File: src/rtl/cordic_angle_prep.sv
// Range-reduces an IEEE754 single angle in degrees to [-90,+90] and scales it to
// signed Q2.14 radians plus a cosine flip code. Optional macro: CORDIC_ANGLE_PREP_ROUND_EN.
module cordic_angle_prep #(
    parameter int          OUT_W    = 16,
    parameter int          OUT_FRAC = 14,
    parameter logic [31:0] K_RAD    = 32'd74961321
) (
    input  logic             clk,
    input  logic             rst,
    input  logic             valid_in,
    input  logic [31:0]      angle_ieee754,
    output logic             busy,
    output logic             valid_out,
    output logic [OUT_W-1:0] angle_q,
    output logic [2:0]       flip_out,
    output logic             err
);

    localparam logic [30:0] DEG90  = 31'(90) << 16;
    localparam logic [30:0] DEG270 = 31'(270) << 16;
    localparam logic [30:0] DEG360 = 31'(360) << 16;
    localparam logic signed [31:0] DEG180_S = 32'sd180 <<< 16;
    localparam logic signed [31:0] DEG360_S = 32'sd360 <<< 16;
    localparam int SHIFT = 48 - OUT_FRAC;
`ifdef CORDIC_ANGLE_PREP_ROUND_EN
    localparam logic signed [63:0] ROUND_ADD = 64'sd1 <<< (SHIFT - 1);
`else
    localparam logic signed [63:0] ROUND_ADD = 64'sd0;
`endif

    // RED6..SIGN must stay consecutive: the reduction states advance by +1.
    typedef enum logic [3:0] {
        IDLE, UNPACK, ALIGN,
        RED6, RED5, RED4, RED3, RED2, RED1, RED0,
        SIGN, FOLD, SCALE, DONE
    } state_t;

    state_t             state;
    logic               sign_reg;
    logic [7:0]         exp_reg;
    logic [22:0]        man_reg;
    logic               err_reg;
    logic               zero_reg;
    logic [30:0]        mag_reg;
    logic signed [31:0] fold_reg;
    logic [2:0]         flip_reg;

    logic [30:0]        red_val;
    logic signed [31:0] mag_s;
    logic signed [63:0] prod;
    logic signed [63:0] prod_rnd;

    always_comb begin
        red_val = DEG360;
        case (state)
            RED6:    red_val = DEG360 << 6;
            RED5:    red_val = DEG360 << 5;
            RED4:    red_val = DEG360 << 4;
            RED3:    red_val = DEG360 << 3;
            RED2:    red_val = DEG360 << 2;
            RED1:    red_val = DEG360 << 1;
            default: red_val = DEG360;
        endcase
    end

    assign mag_s    = $signed({1'b0, mag_reg});
    assign prod     = $signed({{32{fold_reg[31]}}, fold_reg}) * $signed({32'd0, K_RAD});
    assign prod_rnd = prod + ROUND_ADD;

    always_ff @(posedge clk or negedge rst) begin
        if (!rst) begin
            state     <= IDLE;
            busy      <= 1'b0;
            valid_out <= 1'b0;
            angle_q   <= '0;
            flip_out  <= 3'b001;
            err       <= 1'b0;
            sign_reg  <= 1'b0;
            exp_reg   <= '0;
            man_reg   <= '0;
            err_reg   <= 1'b0;
            zero_reg  <= 1'b0;
            mag_reg   <= '0;
            fold_reg  <= '0;
            flip_reg  <= 3'b001;
        end else begin
            case (state)
                IDLE: begin
                    if (valid_in) begin
                        sign_reg <= angle_ieee754[31];
                        exp_reg  <= angle_ieee754[30:23];
                        man_reg  <= angle_ieee754[22:0];
                        busy     <= 1'b1;
                        state    <= UNPACK;
                    end
                end
                UNPACK: begin
                    err_reg  <= (exp_reg == 8'hFF);
                    zero_reg <= (exp_reg == 8'h00);
                    state    <= ALIGN;
                end
                ALIGN: begin
                    // Unbiased exponent >= 15 means |angle| >= 32768 deg.
                    if (exp_reg >= 8'd142) begin
                        err_reg <= 1'b1;
                        mag_reg <= '0;
                    end else if (zero_reg) begin
                        mag_reg <= '0;
                    end else if (exp_reg >= 8'd134) begin
                        mag_reg <= 31'({1'b1, man_reg}) << (exp_reg - 8'd134);
                    end else begin
                        mag_reg <= 31'({1'b1, man_reg}) >> (8'd134 - exp_reg);
                    end
                    state <= RED6;
                end
                RED6, RED5, RED4, RED3, RED2, RED1, RED0: begin
                    if (mag_reg >= red_val)
                        mag_reg <= mag_reg - red_val;
                    state <= state_t'(state + 4'd1);
                end
                SIGN: begin
                    if (sign_reg && (mag_reg != '0))
                        mag_reg <= DEG360 - mag_reg;
                    state <= FOLD;
                end
                FOLD: begin
                    if (mag_reg <= DEG90) begin
                        fold_reg <= mag_s;
                        flip_reg <= 3'b001;
                    end else if (mag_reg < DEG270) begin
                        fold_reg <= DEG180_S - mag_s;
                        flip_reg <= 3'b111;
                    end else begin
                        fold_reg <= mag_s - DEG360_S;
                        flip_reg <= 3'b001;
                    end
                    state <= SCALE;
                end
                SCALE: begin
                    angle_q   <= err_reg ? '0 : OUT_W'(prod_rnd >>> SHIFT);
                    flip_out  <= err_reg ? 3'b001 : flip_reg;
                    err       <= err_reg;
                    valid_out <= 1'b1;
                    state     <= DONE;
                end
                DONE: begin
                    valid_out <= 1'b0;
                    busy      <= 1'b0;
                    state     <= IDLE;
                end
                default: state <= IDLE;
            endcase
        end
    end

endmodule

File: config.mk
export PLATFORM = sky130hd
export DESIGN_NAME = cordic_angle_prep
export DESIGN_NICKNAME = d
export VERILOG_FILES = /design/src/rtl/cordic_angle_prep.sv
export SDC_FILE = /design/constraint.sdc
export NUM_CORES = 2
export LEC_CHECK = 0
export ABC_AREA = 1
export BUFFER_PORTS_ARGS = -buffer_cell sky130_fd_sc_hd__buf_2
export CAP_MARGIN = 20
export CORE_ASPECT_RATIO = 1.75
export CORE_MARGIN = 2
export CORE_UTILIZATION = 40
export CTS_BUF_LIST = sky130_fd_sc_hd__clkbuf_2
export DETAILED_ROUTE_END_ITERATION = 10
export GPL_TIMING_DRIVEN = 0
export PLACE_DENSITY = 0.55
export SYNTH_ARGS = -nofsm -noshare
export SYNTH_HDL_FRONTEND = slang
export SYNTH_SLANG_ARGS = --single-unit
File: constraint.sdc
create_clock -name clk -period 8.2 [get_ports clk]
set_input_delay 1.23 -clock clk [delete_from_list [all_inputs] [get_ports clk]]
set_output_delay 1.23 -clock clk [all_outputs]
set_load 0.03 [all_outputs]
==> flow_summary.ini <==
[drt]
avgRoutedWirePerCell_um = 21.36
drc_errors = 0
drt-initial-drc-count = 871
antenna_left = 0
routed_wl_um = 93600
drt-vias-per-instance = 5.144
via_count = 22543
first_pass_iters = 10

[synth]
syn-instance-count = 3477
muxShareOfSynthArea_pct = 0.6442
syn_avg_cell_area_um2 = 7.485
ys.flop_type = dfrtp_1
synth_seq_cells = 122
synth_area_um2 = 26020
async_flop_share_pct = 100.0
ys.warnings.count = 0
synth_top_family_by_area = adder cells
synth-compound-area-share_pct = 8.154
synth-adder-area-share_pct = 42.63
synth_nets = 4175
synth.distinct_cells = 51
synth.top_cell.area_share_pct = 28.69
ys_seq_area_share_pct = 11.73
ys_top_cells_by_area = fa_1 (29%), ha_1 (14%), inv_1 (13%)
synth_edf_count = 0
yosys.area.top_type = fa_1
synth_xor_area_share_pct = 1.986
synthSimpleGateAreaFrac_pct = 20.36

[grt]
grtUsageTotal_pct = 28.80
grt_pass1_vias = 24514
grt_start_max_net_pins = 82
grt_antenna_before_repair = 3
grt_pass1_wl_um = 142200
overflow = 0

[cts]
clkSlewWorstSetupHoldPaths_ns = 0.26
clk_latency_ns = 0.98
cts_tree = built
cts_sinks = 122
h-tree-depth = 4
root_buffer = clkbuf_2
cts.repair.resized = 0
cts.hold.buffers_added = 0
cts_setup_buffers = 0
cts_buffers = 17
clock_path_buffers = 2

[die]
core_um2 = 64330
die_h_um = 341.4
dieArea_um2 = 67200
pin_count = 57
rows = 123
fp.dieW_um = 196.8
floorplan.initialDensity_pct = 40.46

[placed_design]
placed_cells = 4347
portBuffers = 55
dpl.hpwl_um = 81790
gp_congestion = 1.085

[timing]
maxSlewViolCount = 0
maxSlewHeadroom_pct = 22.00
worst_slew_pin_slew_ns = 1.166
whs_ns = 0.1437
finalCriticalPeriod_ns = 7.533
grt_setup_unrepaired = no
hold_viol_final = 0
clock.fmax_ghz = 0.1327
setup_viol = 0
skew_ns = 0.06325
min_period_over_period_pct = 91.87
setup-tns-final_ns = 0

[final_layout]
nNetsFinal = 4253
final_common_cell = inv_1
largest_reg_flops = 32
layout.cells.non_filler = 4382
area_growth_syn_to_layout_pct = 6.043
final_core_util_pct = 42.90
drive_gt1_share_pct = 3.868
fillers = 6883
final_cell_mix = inv_1 (907), nand2_1 (610), fa_1 (373)

[worst_setup_path]
worstPathArrival_ns = 8.43
setup.worst_path.class = reg2reg
reg2reg_depth = 23
crit_required_ns = 9.10
crit_path_frequent_cell = fa_1
end_kind = flop
crit_slowest_cell = dfrtp_1
path_max_fanout = 8
path_cells = inv_1 > fa_1 > fa_1 > inv_1 > fa_1 > fa_1 > fa_1 > fa_1 > inv_1 > fa_1 > inv_1 > ha_1 > a21oi_1 > o21ai_0 > nand2_1 > o211ai_1 > a21oi_1 > nand3_1 > nand3_1 > nand3_1 > nand2_1 > nand2_1 > o21ai_0
ff2ff_setup_slack_ns = 0.67
start_kind = flop
cpPeakStageDelay_ns = 0.81
r2r-start = fold_reg[16]$_DFFE_PN0P_
reg2reg_to = angle_q[13]$_DFFE_PN0N_

[run_status]
status = completed

[job]
max_cap_violations = 0

[hold_path]
hold_path_class = in2async
[kinds of logic (layout without fill, tap and decap cells)]
family	after synthesis	count (layout)
AO/OA/AOI/OAI	373	373
multiplexers	15	15
XOR/XNOR	59	59
adder cells (fa/ha/maj)	663	663
other	1	3
AND/OR/NAND/NOR	1248	1248
buffers and inverters	996	1087
flip-flops	122	122
[synthesized netlist by cell type (2+ instances only)]
cell        n
clkinv_1    3
fa_1      373
xnor2_1    23
nand2_2     2
o22ai_1     4
a21boi_1   13
nor3_4      2
a21oi_1   130
nor3_1     26
ha_1      290
a21boi_0    8
a31oi_1     9
o31ai_1     4
buf_4       2
buf_2      17
clkbuf_1   55
nand3_1   324
or2_2       6
mux2_2     14
nand4_1    37
o211ai_1   10
buf_1       7
o21bai_1    6
dfrtp_1   122
o21a_1      2
nor4_1      4
inv_2       5
nand2_1   610
o221ai_1   18
and2_1      5
inv_1     907
a21o_1     13
o21ai_0   146
nor2_1    228
xor2_1     36
[critical path: cells and delay by family (launching register included)]
family          cells  cell delay [ns]
buf+inv             4             0.59
compound gates      5             0.98
simple gates        6             0.95
flops               1             0.81
fa+ha+maj           8             4.10
[metal layers]
layer	global-route usage, %	vias to the layer above	share of wire [%]
met1	25.11	10808	31
met4	22.82	0	9.1
li1	-	10880	-
met3	2.691	301	2.7
met5	0	-	0
met2	58.34	554	57
[metrics by stage]
step	worst slack, ns	cell area, um2
final	0.6666	27600
after global routing	0.4391	27600
after CTS	0.7120	27590
after detailed placement	0.7896	27390
after global placement	0.7768	27320
after floorplan	2.297	26030
[how the worst max path moves through the flow]
stage,startpoint,end,depth (start not counted)
final,fold_reg[16]$_DFFE_PN0P_,angle_q[13]$_DFFE_PN0N_,23
after CTS,fold_reg[16]$_DFFE_PN0P_,angle_q[13]$_DFFE_PN0N_,23
after detailed placement,fold_reg[16]$_DFFE_PN0P_,angle_q[13]$_DFFE_PN0N_,23
after global placement,fold_reg[16]$_DFFE_PN0P_,angle_q[13]$_DFFE_PN0N_,23
after floorplan,fold_reg[21]$_DFFE_PN0P_,angle_q[10]$_DFFE_PN0N_,24
after global routing,fold_reg[16]$_DFFE_PN0P_,angle_q[13]$_DFFE_PN0N_,23
[final cells by class]
| type | instances | area, um2 | area share (%) |
|---|---|---|---|
| Tap cell | 812 | 1016 | 3.681 |
| Clock buffer | 19 | 95.09 | 0.3446 |
| Timing Repair Buffer | 59 | 351.6 | 1.274 |
| Multi-Input combinational cell | 2359 | 19200 | 69.59 |
| Antenna cell | 2 | 5.005 | 0.01813 |
| Clock inverter | 13 | 105.1 | 0.3808 |
| Buffer | 81 | 332.8 | 1.206 |
| Inverter | 915 | 3435 | 12.45 |
| Sequential cell | 122 | 3053 | 11.06 |
Power is left out: the tool's default activity adds up to more than one toggle a clock period on the data nets, which glitch-free logic cannot reach.
